[src/rtl/jtag_fir_config_top.sv]
// JTAG-style configuration front end for the FIR filter register file.
// A 1149.1 TAP controller loads a 4-bit IR; under CONFIG, 8-bit DR scans
// first arm the block with a sync word, then write successive filter registers.
module jtag_fir_config_top #(
    parameter int unsigned    IR_W      = 4,
    parameter int unsigned    DR_W      = 8,
    parameter logic [DR_W-1:0] SYNC_WORD = 8'hF0,
    parameter logic [IR_W-1:0] CFG_INSTR = 4'b0100
) (
    input  logic            iTck,
    input  logic            iTrst,
    input  logic            iTms,
    input  logic            iTdi,
    input  logic            iDesync,
    output logic            oRINC,
    output logic            WrEn,
    output logic [2:0]      regAddr,
    output logic [DR_W-1:0] D7_D0,
    output logic [DR_W-1:0] setDataReg_Latch
);

    typedef enum logic [3:0] {
        TLR, RTI,
        SEL_DR, CAP_DR, SH_DR, EX1_DR, PAUSE_DR, EX2_DR, UPD_DR,
        SEL_IR, CAP_IR, SH_IR, EX1_IR, PAUSE_IR, EX2_IR, UPD_IR
    } tap_e;

    tap_e            tap_q, tap_d;
    logic [IR_W-1:0] ir_q, ir_sh_q;
    logic [DR_W-1:0] dr_sh_q;
    logic            synced_q;
    logic [2:0]      reg_addr_q;
    logic            wr_en_q, rinc_q;
    logic [DR_W-1:0] data_q, latch_q;
    logic            cfg_sel;

    assign cfg_sel = (ir_q == CFG_INSTR);

    // Standard 1149.1 TAP transition function on TMS
    always_comb begin
        tap_d = tap_q;
        case (tap_q)
            TLR:      tap_d = iTms ? TLR      : RTI;
            RTI:      tap_d = iTms ? SEL_DR   : RTI;
            SEL_DR:   tap_d = iTms ? SEL_IR   : CAP_DR;
            CAP_DR:   tap_d = iTms ? EX1_DR   : SH_DR;
            SH_DR:    tap_d = iTms ? EX1_DR   : SH_DR;
            EX1_DR:   tap_d = iTms ? UPD_DR   : PAUSE_DR;
            PAUSE_DR: tap_d = iTms ? EX2_DR   : PAUSE_DR;
            EX2_DR:   tap_d = iTms ? UPD_DR   : SH_DR;
            UPD_DR:   tap_d = iTms ? SEL_DR   : RTI;
            SEL_IR:   tap_d = iTms ? TLR      : CAP_IR;
            CAP_IR:   tap_d = iTms ? EX1_IR   : SH_IR;
            SH_IR:    tap_d = iTms ? EX1_IR   : SH_IR;
            EX1_IR:   tap_d = iTms ? UPD_IR   : PAUSE_IR;
            PAUSE_IR: tap_d = iTms ? EX2_IR   : PAUSE_IR;
            EX2_IR:   tap_d = iTms ? UPD_IR   : SH_IR;
            UPD_IR:   tap_d = iTms ? SEL_DR   : RTI;
            default:  tap_d = TLR;
        endcase
    end

    // TAP state, IR/DR shifting, sync tracking and register-file write sequencing
    always_ff @(posedge iTck) begin
        if (iTrst) begin
            tap_q      <= TLR;
            ir_q       <= '1;
            ir_sh_q    <= '0;
            dr_sh_q    <= '0;
            synced_q   <= 1'b0;
            reg_addr_q <= 3'd0;
            wr_en_q    <= 1'b0;
            rinc_q     <= 1'b0;
            data_q     <= '0;
            latch_q    <= '0;
        end else begin
            tap_q   <= tap_d;
            wr_en_q <= 1'b0;
            rinc_q  <= 1'b0;

            case (tap_q)
                TLR:    ir_q    <= '1;
                CAP_IR: ir_sh_q <= IR_W'(1);
                SH_IR:  ir_sh_q <= {iTdi, ir_sh_q[IR_W-1:1]};
                UPD_IR: ir_q    <= ir_sh_q;
                SH_DR:  if (cfg_sel) dr_sh_q <= {iTdi, dr_sh_q[DR_W-1:1]};
                default: ;
            endcase

            // Desync overrides both a pending increment and a same-cycle write
            if (iDesync) begin
                synced_q   <= 1'b0;
                reg_addr_q <= 3'd0;
            end else begin
                // Address advances the cycle after each write strobe
                if (wr_en_q) begin
                    reg_addr_q <= reg_addr_q + 3'd1;
                    rinc_q     <= 1'b1;
                end
                if (tap_q == UPD_DR && cfg_sel) begin
                    if (synced_q) begin
                        wr_en_q <= 1'b1;
                        data_q  <= dr_sh_q;
                        latch_q <= dr_sh_q;
                    end else if (dr_sh_q == SYNC_WORD) begin
                        synced_q   <= 1'b1;
                        reg_addr_q <= 3'd0;
                    end
                end
            end
        end
    end

    assign oRINC            = rinc_q;
    assign WrEn             = wr_en_q;
    assign regAddr          = reg_addr_q;
    assign D7_D0            = data_q;
    assign setDataReg_Latch = latch_q;

endmodule

[config.mk]
export PLATFORM = sky130hd
export DESIGN_NAME = jtag_fir_config_top
export DESIGN_NICKNAME = d
export VERILOG_FILES = /design/src/rtl/jtag_fir_config_top.sv
export SDC_FILE = /design/constraint.sdc
export NUM_CORES = 1
export LEC_CHECK = 0
export BUFFER_PORTS_ARGS = -buffer_cell sky130_fd_sc_hd__buf_2
export CAP_MARGIN = 5
export CORE_MARGIN = 5
export CORE_UTILIZATION = 45
export DETAILED_ROUTE_END_ITERATION = 8
export PLACE_DENSITY = 0.66
export SLEW_MARGIN = 20
export SYNTH_ARGS = -nofsm -noshare
export SYNTH_HDL_FRONTEND = slang
export SYNTH_SLANG_ARGS = --single-unit
[constraint.sdc]
create_clock -name iTck -period 3.4 [get_ports iTck]
set_input_delay 0.17 -clock iTck [delete_from_list [all_inputs] [get_ports iTck]]
set_output_delay 0.17 -clock iTck [all_outputs]
set_load 0.01 [all_outputs]
Word-level counts from Yosys, hierarchy flattened
Cells that the tools add are included.

Word-level logic and storage cells: 63. Latch bits: 0. Memory bits (read-only): 0. Memories kept: 0. Bits of input ports: 5. Register bits after elaboration: 34. RAM bits: 0.

Eq/ne operators: 17. Shift operators: 0. $add $sub $neg: 1. $lt $le $gt $ge: 0. Mux-type cells: 23. Reductions and logical operators: 11. Bitwise operators: 2. Div/mod/pow operators: 0. $mul: 0.

Operator list (number): 4-bit one-hot mux with 12 select lines (1); 4-bit == test, second input constant (8); 4-bit by 3-bit == test with 1-bit output, second input constant (5); 3-bit 2-to-1 mux (6); 4-bit 2-to-1 mux (4); 4-bit one-hot mux with 2 select lines (2); 4-bit by 2-bit == test with 1-bit output, second input constant (2); 8-bit == test, second input constant (1); 1-bit 2-to-1 mux (7); 2-bit 2-to-1 mux (3); 2-bit OR reduction (3); 3-bit OR reduction (2); 4-bit by 1-bit == test with 1-bit output, second input constant (1); 4-bit zero test (1); 2-bit nonzero test (2); 3-bit by 1-bit adder with 3-bit output, second input constant (1); 3-bit AND reduction (1); 1-bit inverter (2); 2-bit AND reduction (1); 1-bit logical AND (1).

Longest topological paths before layout
Gate-level depths: netlist of run 1.

Depth after elaboration: 5. Gate-level depth with buffers: 5. Mapped depth without buffers: 4.

Worst setup path after synthesis of run 1
No wires, ideal clock.

Path type: register to register. Start: reg ir_q[3]. End: reg latch_q[0], in the netlist setDataReg_Latch[0]. Library setup time: 72 ps. Arrival time: 1519 ps. Buffers on the path: 2. Setup slack: 1809 ps. Period minus slack after synthesis: 1591 ps. Cell stages (with the launch flop): 6. Path through: dfxtp_1 > or4b_1 > buf_4 > nor4_4 > buf_6 > mux2i_1.

Longest elaborated chain between the ends: 3.

Ends and longest elaborated chain: start: declaration (RTL line 29) `logic [IR_W-1:0] ir_q, ir_sh_q;`; start signal: assignment (RTL line 85) `UPD_IR: ir_q <= ir_sh_q;`; 4-bit by 3-bit == test with 1-bit output (RTL line 37) `assign cfg_sel = (ir_q == CFG_INSTR);`; 1-bit logical AND (RTL line 100) `if (tap_q == UPD_DR && cfg_sel) begin`; 3-bit AND reduction (no line); end signal: assignment (RTL line 104) `latch_q <= dr_sh_q;`; end: declaration (RTL line 34) `logic [DR_W-1:0] data_q, latch_q;`.

Every way passes these cells. A chain may end at the register's enable or synchronous reset.

Worst setup path after layout of run 1
Start: reg tap_q[3]. End: reg latch_q[0], in the netlist setDataReg_Latch[0].

Longest elaborated chain between the ends: 3.

Ends and longest elaborated chain: start: declaration (RTL line 28) `tap_e tap_q, tap_d;`; start signal: assignment (RTL line 77) `tap_q <= tap_d;`; 4-bit == test (RTL line 100); 1-bit logical AND (RTL line 100); 3-bit AND reduction (no line).

Every way passes these cells.

==> results of run 1 <==
registers in the layout, summed over array words and instances (netlist names):
register and cells:
dr_sh_q 8, oRINC 1, regAddr 3, ir_sh_q 4
tap_q 4, synced_q 1, WrEn 1, ir_q 4
setDataReg_Latch 8
worst min path at each step:
stage	from	to	slack, ps	cells after the start
4_1_cts	iDesync	regAddr[2]	80	2
5_1_grt	iTdi	dr_sh_q[7]	80	3
3_5_place_dp	iDesync	regAddr[2]	450	2
6_report	iDesync	regAddr[2]	90	2
2_1_floorplan	iDesync	regAddr[1]	250	1
3_3_place_gp	iDesync	regAddr[1]	420	2
routing by layer:
layer / part of all wire / vias up / routed length, µm
met1: 0.44 / 595 / 1400
met3: 0.054 / 4 / 171
met4: 0.013 / 0 / 42
met5: 0 / - / 0
li1: - / 681 / -
met2: 0.49 / 26 / 1570
cells by family after synthesis:
group / synth area share
AND/OR/NAND/NOR: 0.257
adder cells (fa/ha/maj): 0.00773
flip-flops: 0.420
buffers and inverters: 0.0858
AO/OA/AOI/OAI: 0.163
multiplexers: 0.0556
XOR/XNOR: 0.0108
worst max-delay path, delay by kind of cell (launching register included):
family,cells,cell delay (ps)
muxes,1,260
and+or+nand+nor,2,1200
DFF,1,710
stage by stage:
step	instances	worst slack (ps)	instance area (µm²)	power [mW]
floorplan	186	1810	1620	0.444
global placement	237	1300	1690	0.452
detailed placement	237	1180	1690	0.454
CTS	245	1140	1760	0.742
global route	245	1010	1760	0.771
finish	245	1160	1760	0.730
layout make-up:
class,count,area [µm²]
timing repair buffer,26,133
clock inverter,1,30.0
clock buffer,7,45.0
tap,46,57.6
multi-input combinational,126,800
inverter,5,18.8
sequential,34,681
fill,333,1650
placed cells by master (no fill, tap or decap), types with 4 or more instances in the layout:
cell / instances
buf_2: 25
inv_1: 5
o21ai_0: 15
nand2_1: 26
dfxtp_1: 34
nor2_1: 6
nand3_1: 11
clkbuf_4: 5
nor3_1: 4
or4b_1: 4
a21oi_1: 14
mux2i_1: 9
power by group through the flow:
stage	combinational [mW]	clock, mW	sequential (mW)
final	0.0318	0.285	0.413
after CTS	0.0318	0.297	0.413
after global placement	0.0304	0	0.421
after global routing	0.0352	0.321	0.415
after detailed placement	0.0318	0	0.422
after floorplan	0.0322	0	0.412
==> results_dict.tcl, run 1 <==
set metrics [dict create \
    ant_nets 0 \
    arrival_ps 2500 \
    start_kind "flop" \
    maxCapViolCount 0 \
    crit_start "tap_q[3]" \
    p_comb_frac 0.044 \
    whs_ps 94.2 \
    synth_common_cells "34 x dfxtp_1, 26 x nand2_1, 15 x o21ai_0" \
    p_clk_frac 0.391 \
    ys_seq_elements 34 \
    synth-edff-count 0 \
    synth_area_um2 1620 \
    grt_usage 0.143 \
    r2r_slack_ps 1160 \
    ios 26 \
    rsz0062_at_grt "no" \
    synth_top_area_share 0.420 \
    core.rowCount 21 \
    fin_util 0.516 \
    synth_nets 192 \
    crit_required_ps 3660 \
    postCtsResizedCells 0 \
    slew_headroom 0.502 \
    skew_ps 5.73 \
    drive_gt1_frac 0.181 \
    power-per-cell-area_nw_per_um2 414 \
    cts_tree "yes" \
    fin_tns_setup_ps 0 \
    clk_pin_slew_ps 100 \
    synth_area_per_cell_um2 8.70 \
    cts_setup_buffers 0 \
    critPathCapture "setDataReg_Latch[0]" \
    grt_pass1_wl_um 5710 \
    synth.most_common_cell "dfxtp_1" \
    yosysWarnings 0 \
    grt_max_degree 24 \
    cts_max_path_buffers 2 \
    cts_buffers 5 \
    yosysUniqueCellTypes 40 \
    ys_seq_area_frac 0.420 \
    irDropWorstVdd_mv 0.298 \
    p_int_mw 0.569 \
    num_antenna_cells 0 \
    synthTopCellsByArea "dfxtp_1 42%, nand2_1 6.0%, mux2i_1 5.6%" \
    rr_endpoint "setDataReg_Latch[0]" \
    routed_wl_um 3190 \
    r2r-start "tap_q[3]" \
    die_h_um 70.0 \
    use_met3 0.0473 \
    path_class "flop to flop" \
    synth_top_flop_cell "dfxtp_1" \
    status "finished, final reports clean" \
    place.port_buffers 25 \
    synth_top_area_cell "dfxtp_1" \
    core-area_um2 3420 \
    leakage_nw 0.670 \
    cts_sinks 34 \
    finalHoldViolations 0 \
    crit_chain "or4b_1 -> nor4_4 -> mux2i_1" \
    met2_usage 0.246 \
    r2r_cells 3 \
    busiest_layer "met2" \
    fin_crit_ps 2240 \
    grt_use_met1 0.161 \
    place.gp.congestion 0.817 \
    clkLatencyLatePin_ps 330 \
    tightest_slew_ps 741 \
    ctsHoldBuffers 0 \
    routed_via_density 5.33 \
    dr.pass1.iters 4 \
    start_util 0.474 \
    setup_viol_count_final 0 \
    die_w_um 70.0 \
    syn_inst 186 \
    nNetsFinal 204 \
    syn_to_final_growth_pct 8.96 \
    critPathMaxStageDelay_ps 710 \
    power_switching_mw 0.162 \
    grt_pass1_vias 1253 \
    wire_per_inst_um 13.0 \
    dr_total_vias 1306 \
    crit_slowest_cell "dfxtp_1" \
    fin_crit_sh 0.660 \
    pwr-share-seq 0.566 \
    crit_fanout 21 \
    antenna_found_initial 0 \
    end_kind "flop" \
    grt_overflow 0 \
    holdCritPathClass "primary input to flop" \
    cts_root_buffer "clkbuf_4" \
    die_area_um2 4900 \
    dp_hpwl_um 2260 \
    max_freq_ghz 0.446 \
    htreeDepth 2 \
    switching_share 0.221 \
    drt_iter0_markers 63 \
    async_flop_share 0 \
    drv_slew 0 \
    drc 0 \
]
No activity file was read; power rests on OpenSTA's default activity.
==> run 2: changes to the inputs <==
Clock period 3.4 ns to 2.32 ns, I/O delays scaled along.
==> run 2 against run 1 <==
Power up 35%. Cell area did not move. Clock power grew 17%. Cell count increased by 0.82%. Largest cell class unchanged. Clock-buffer cell count stayed put. Non-clock buffer count increased by 2. Via count is 2.8% higher. Die area unchanged. Clock skew about the same. Sequential power up 45%. Maximum frequency grew 13%.
==> results_dict.tcl, run 2 (synthesis gave the netlist of run 1 again) <==
set metrics [dict create \
    status "finished, final reports clean" \
    path_class "flop to flop" \
    slew_headroom 0.540 \
    critPathMaxStageDelay_ps 700 \
    fin_tns_setup_ps 0 \
    clkLatencyLatePin_ps 330 \
    dp_hpwl_um 2140 \
    place.gp.congestion 0.779 \
    use_met3 0.0473 \
    cts_setup_buffers 0 \
    final_common_cell "dfxtp_1" \
    power_switching_mw 0.233 \
    busiest_layer "met2" \
    pwr-share-seq 0.608 \
    rsz0062_at_grt "no" \
    htreeDepth 2 \
    end_kind "flop" \
    power-per-cell-area_nw_per_um2 559 \
    drive_gt1_frac 0.194 \
    grt_max_degree 24 \
    cts_sinks 34 \
    cts_max_path_buffers 2 \
    grt_pass1_vias 1192 \
    cts_root_buffer "clkbuf_4" \
    start_kind "flop" \
    crit_slowest_cell "dfxtp_1" \
    wire_per_inst_um 12.3 \
    fill_cells 350 \
    clk_pin_slew_ps 100 \
    cts_buffers 5 \
    drt_iter0_markers 60 \
    start_util 0.474 \
    arrival_ps 2250 \
    cts_tree "yes" \
    routed_via_density 5.44 \
    drc 0 \
    power_mw 0.987 \
    grt_usage 0.132 \
    crit_required_ps 2580 \
    core.rowCount 21 \
    core-area_um2 3420 \
    die_area_um2 4900 \
    die_w_um 70.0 \
    p_clk_frac 0.338 \
    crit_start "tap_q[3]" \
    r2r_slack_ps 330 \
    max_freq_ghz 0.502 \
    ant_nets 0 \
    die_h_um 70.0 \
    postCtsResizedCells 0 \
    fin_crit_ps 1990 \
    routed_wl_um 3040 \
    setup_viol_count_final 0 \
    crit_fanout 21 \
    critPathTopFamily "simple AND/OR/NAND/NOR gates" \
    grt_use_met1 0.156 \
    dr.pass1.iters 4 \
    leakage_nw 0.676 \
    maxCapViolCount 0 \
    drv_slew 0 \
    finalHoldViolations 0 \
    nNetsFinal 206 \
    p_comb_frac 0.054 \
    min_from "iDesync" \
    num_antenna_cells 0 \
    grt_pass1_wl_um 5310 \
    met2_usage 0.216 \
    fin_crit_sh 0.858 \
    r2r-start "tap_q[3]" \
    holdCritPathClass "primary input to flop" \
    dr_total_vias 1343 \
    irDropWorstVdd_mv 0.286 \
    place.port_buffers 25 \
    p_int_mw 0.753 \
    layout_common_cells "34 x dfxtp_1, 26 x nand2_1, 25 x buf_2" \
    path_buf_inv 1 \
    tightest_slew_ps 688 \
    antenna_found_initial 0 \
    syn_to_final_growth_pct 8.96 \
    crit_chain "or4b_1 -> nor4_4 -> buf_4 -> mux2i_1" \
    ios 26 \
    ctsHoldBuffers 0 \
    grt_overflow 0 \
    skew_ps 5.41 \
    switching_share 0.237 \
]
-- run 2: layer usage --
metal  vias to the layer above  share of wire  routed length (µm)
met3                         7          0.060                 183
met5                         -              0                   0
met1                       626           0.44                1340
met2                        30           0.48                1450
li1                        680              -                   -
met4                         0          0.021                  63
-- run 2: cell type report --
| cell class | instances | area (µm²) | share of cell area |
|---|---|---|---|
| Tap cell | 46 | 57.6 | 0.0326 |
| Multi-Input combinational cell | 126 | 800 | 0.453 |
| Clock buffer | 7 | 55.1 | 0.0312 |
| Timing Repair Buffer | 28 | 148 | 0.0837 |
| Clock inverter | 1 | 5.00 | 0.00284 |
| Sequential cell | 34 | 681 | 0.386 |
| Inverter | 5 | 18.8 | 0.0106 |
-- run 2: per-stage QoR --
stage	hold slack (ps)	area, µm²	worst slack (ps)	util	instances
after floorplan	199	1620	729	-	186
after global placement	364	1700	465	0.499	239
after detailed placement	377	1700	331	0.499	239
after CTS	13.1	1760	317	0.516	247
after global routing	17.3	1760	169	0.516	247
final	27.3	1760	328	0.516	247
-- run 2: final timing paths --
path | cells after the start | end
max | 4 | setDataReg_Latch[5]
min | 2 | regAddr[2]
max reg2reg | 4 | setDataReg_Latch[5]
min reg2reg | 2 | ir_sh_q[0]
-- run 2: worst register-to-register path: stages, from the launching register on --
cell and delay, ps:
dfxtp_1 700, or4b_1 600, nor4_4 160, buf_4 230, mux2i_1 230
-- run 2: power by group through the flow --
stage               clock network [mW]  logic (mW)  registers, mW
floorplan                            0      0.0472          0.604
detailed placement                   0      0.0523          0.613
CTS                              0.345      0.0531          0.600
global route                     0.376      0.0597          0.602
finish                           0.334      0.0530          0.600
global placement                     0      0.0514          0.613
==> run 3: changes to the inputs <==
Settings changed: MAX_ROUTING_LAYER from default to met4.
==> run 3 against run 2 <==
Via count decreased by 0.82%. Hold slack improved by 3.2 ps. Core utilization unchanged. Register-to-register slack about the same. First-iteration DRC count increased by 6.7%. Power decreased by 0.16%. Non-clock buffer count unchanged. Sequential share of layout area unchanged. Clock-buffer cell count unchanged. Critical endpoint unchanged. Cell count unchanged.
==> results_dict.tcl, run 3 (synthesis gave the netlist of run 1 again) <==
set metrics [dict create \
    status "finished, final reports clean" \
    layout_common_cells "34 x dfxtp_1, 26 x nand2_1, 25 x buf_2" \
    critPathCapture "setDataReg_Latch[5]" \
    cts_max_path_buffers 2 \
    grt_pass1_vias 1195 \
    dr.pass1.iters 4 \
    fin_crit_sh 0.856 \
    core-area_um2 3420 \
    cts_buffers 5 \
    fin_tns_setup_ps 0 \
    max_freq_ghz 0.504 \
    power_mw 0.985 \
    finalHoldViolations 0 \
    crit_required_ps 2570 \
    cts_tree "yes" \
    leakage_nw 0.676 \
    skew_ps 5.99 \
    num_antenna_cells 0 \
    dr_total_vias 1332 \
    grt_max_degree 24 \
    rr_endpoint "setDataReg_Latch[5]" \
    grt_use_met1 0.156 \
    htreeDepth 2 \
    place.gp.congestion 0.789 \
    fill_cells 350 \
    core.rowCount 21 \
    irDropWorstVdd_mv 0.286 \
    busiest_layer "met2" \
    die_w_um 70.0 \
    r2r-start "tap_q[3]" \
    drv_slew 0 \
    place.port_buffers 25 \
    drt_iter0_markers 64 \
    grt_usage 0.134 \
    drc 0 \
    power-per-cell-area_nw_per_um2 558 \
    wire_per_inst_um 12.2 \
    crit_chain "or4b_1 -> nor4_4 -> buf_4 -> mux2i_1" \
    die_h_um 70.0 \
    drive_gt1_frac 0.194 \
    ant_nets 0 \
    rsz0062_at_grt "no" \
    slew_headroom 0.540 \
    end_kind "flop" \
    ios 26 \
    path_class "flop to flop" \
    start_util 0.474 \
    dp_hpwl_um 2140 \
    crit_start "tap_q[3]" \
    maxCapViolCount 0 \
    use_met3 0.0430 \
    crit_slowest_cell "dfxtp_1" \
    syn_to_final_growth_pct 8.96 \
    antenna_found_initial 0 \
    clkLatencyLatePin_ps 330 \
    ctsHoldBuffers 0 \
    clk_pin_slew_ps 100 \
    grt_pass1_wl_um 5300 \
    routed_wl_um 3020 \
    postCtsResizedCells 0 \
    cts_root_buffer "clkbuf_4" \
    r2r_cells 4 \
    cts_sinks 34 \
    place_inst 239 \
    start_kind "flop" \
    tightest_slew_ps 688 \
    final_cells 247 \
    crit_fanout 21 \
    grt_overflow 0 \
    final_common_cell "dfxtp_1" \
    arrival_ps 2240 \
    nNetsFinal 206 \
    fin_crit_ps 1990 \
    r2r_slack_ps 330 \
    met2_usage 0.216 \
    die_area_um2 4900 \
    holdCritPathClass "primary input to flop" \
    setup_viol_count_final 0 \
    routed_via_density 5.39 \
    critPathMaxStageDelay_ps 690 \
    cts_setup_buffers 0 \
]
==> run 3: cell counts in the layout (fill, tap and decap cells not counted) <==
Identical to the previous run, type by type.
==> run 3: worst min-delay path by stage <==
stage | from | endpoint | slack (ps) | depth (start not counted)
detailed placement | iDesync | regAddr[2] | 380 | 2
CTS | iDesync | regAddr[2] | 10 | 2
floorplan | iDesync | regAddr[1] | 200 | 1
finish | iDesync | regAddr[2] | 30 | 2
global placement | iDesync | regAddr[1] | 360 | 2
global route | iDesync | regAddr[2] | 20 | 2
==> run 3: critical path, delay by kind of cell, from the launching register on <==
family | cells | cell delay, ps
buffers and inverters | 1 | 230
multiplexers | 1 | 230
flip-flops | 1 | 690
AND/OR/NAND/NOR | 2 | 760
==> run 3: through the flow <==
stage | cell area, µm² | hold slack, ps | utilization | setup slack (ps)
floorplan | 1620 | 199 | - | 729
global placement | 1700 | 364 | 0.499 | 465
detailed placement | 1700 | 377 | 0.499 | 331
CTS | 1760 | 13.1 | 0.516 | 317
global route | 1760 | 22.0 | 0.516 | 169
finish | 1760 | 30.6 | 0.516 | 334
==> run 3: per-layer routing <==
layer	vias to the layer above	routed length, µm	share of wire
met5	-	0	0
met4	0	68	0.023
met3	8	174	0.058
met2	28	1430	0.47
met1	614	1350	0.45
li1	682	-	-
==> run 3: layout make-up <==
class	count	area (µm²)	share of cell area
clock buffer	7	55.1	0.0312
clock inverter	1	5.00	0.00284
inverter	5	18.8	0.0106
multi-input combinational	126	800	0.453
sequential	34	681	0.386
tap	46	57.6	0.0326
timing repair buffer	28	148	0.0837
==> run 3: where the power goes <==
part           internal [mW]  switching, mW  leakage (nW)  total [mW]
combinational         0.0190         0.0338         0.367      0.0528
sequential             0.587         0.0125         0.274       0.600
clock                  0.147          0.186        0.0353       0.332
total                  0.753          0.232         0.676       0.985
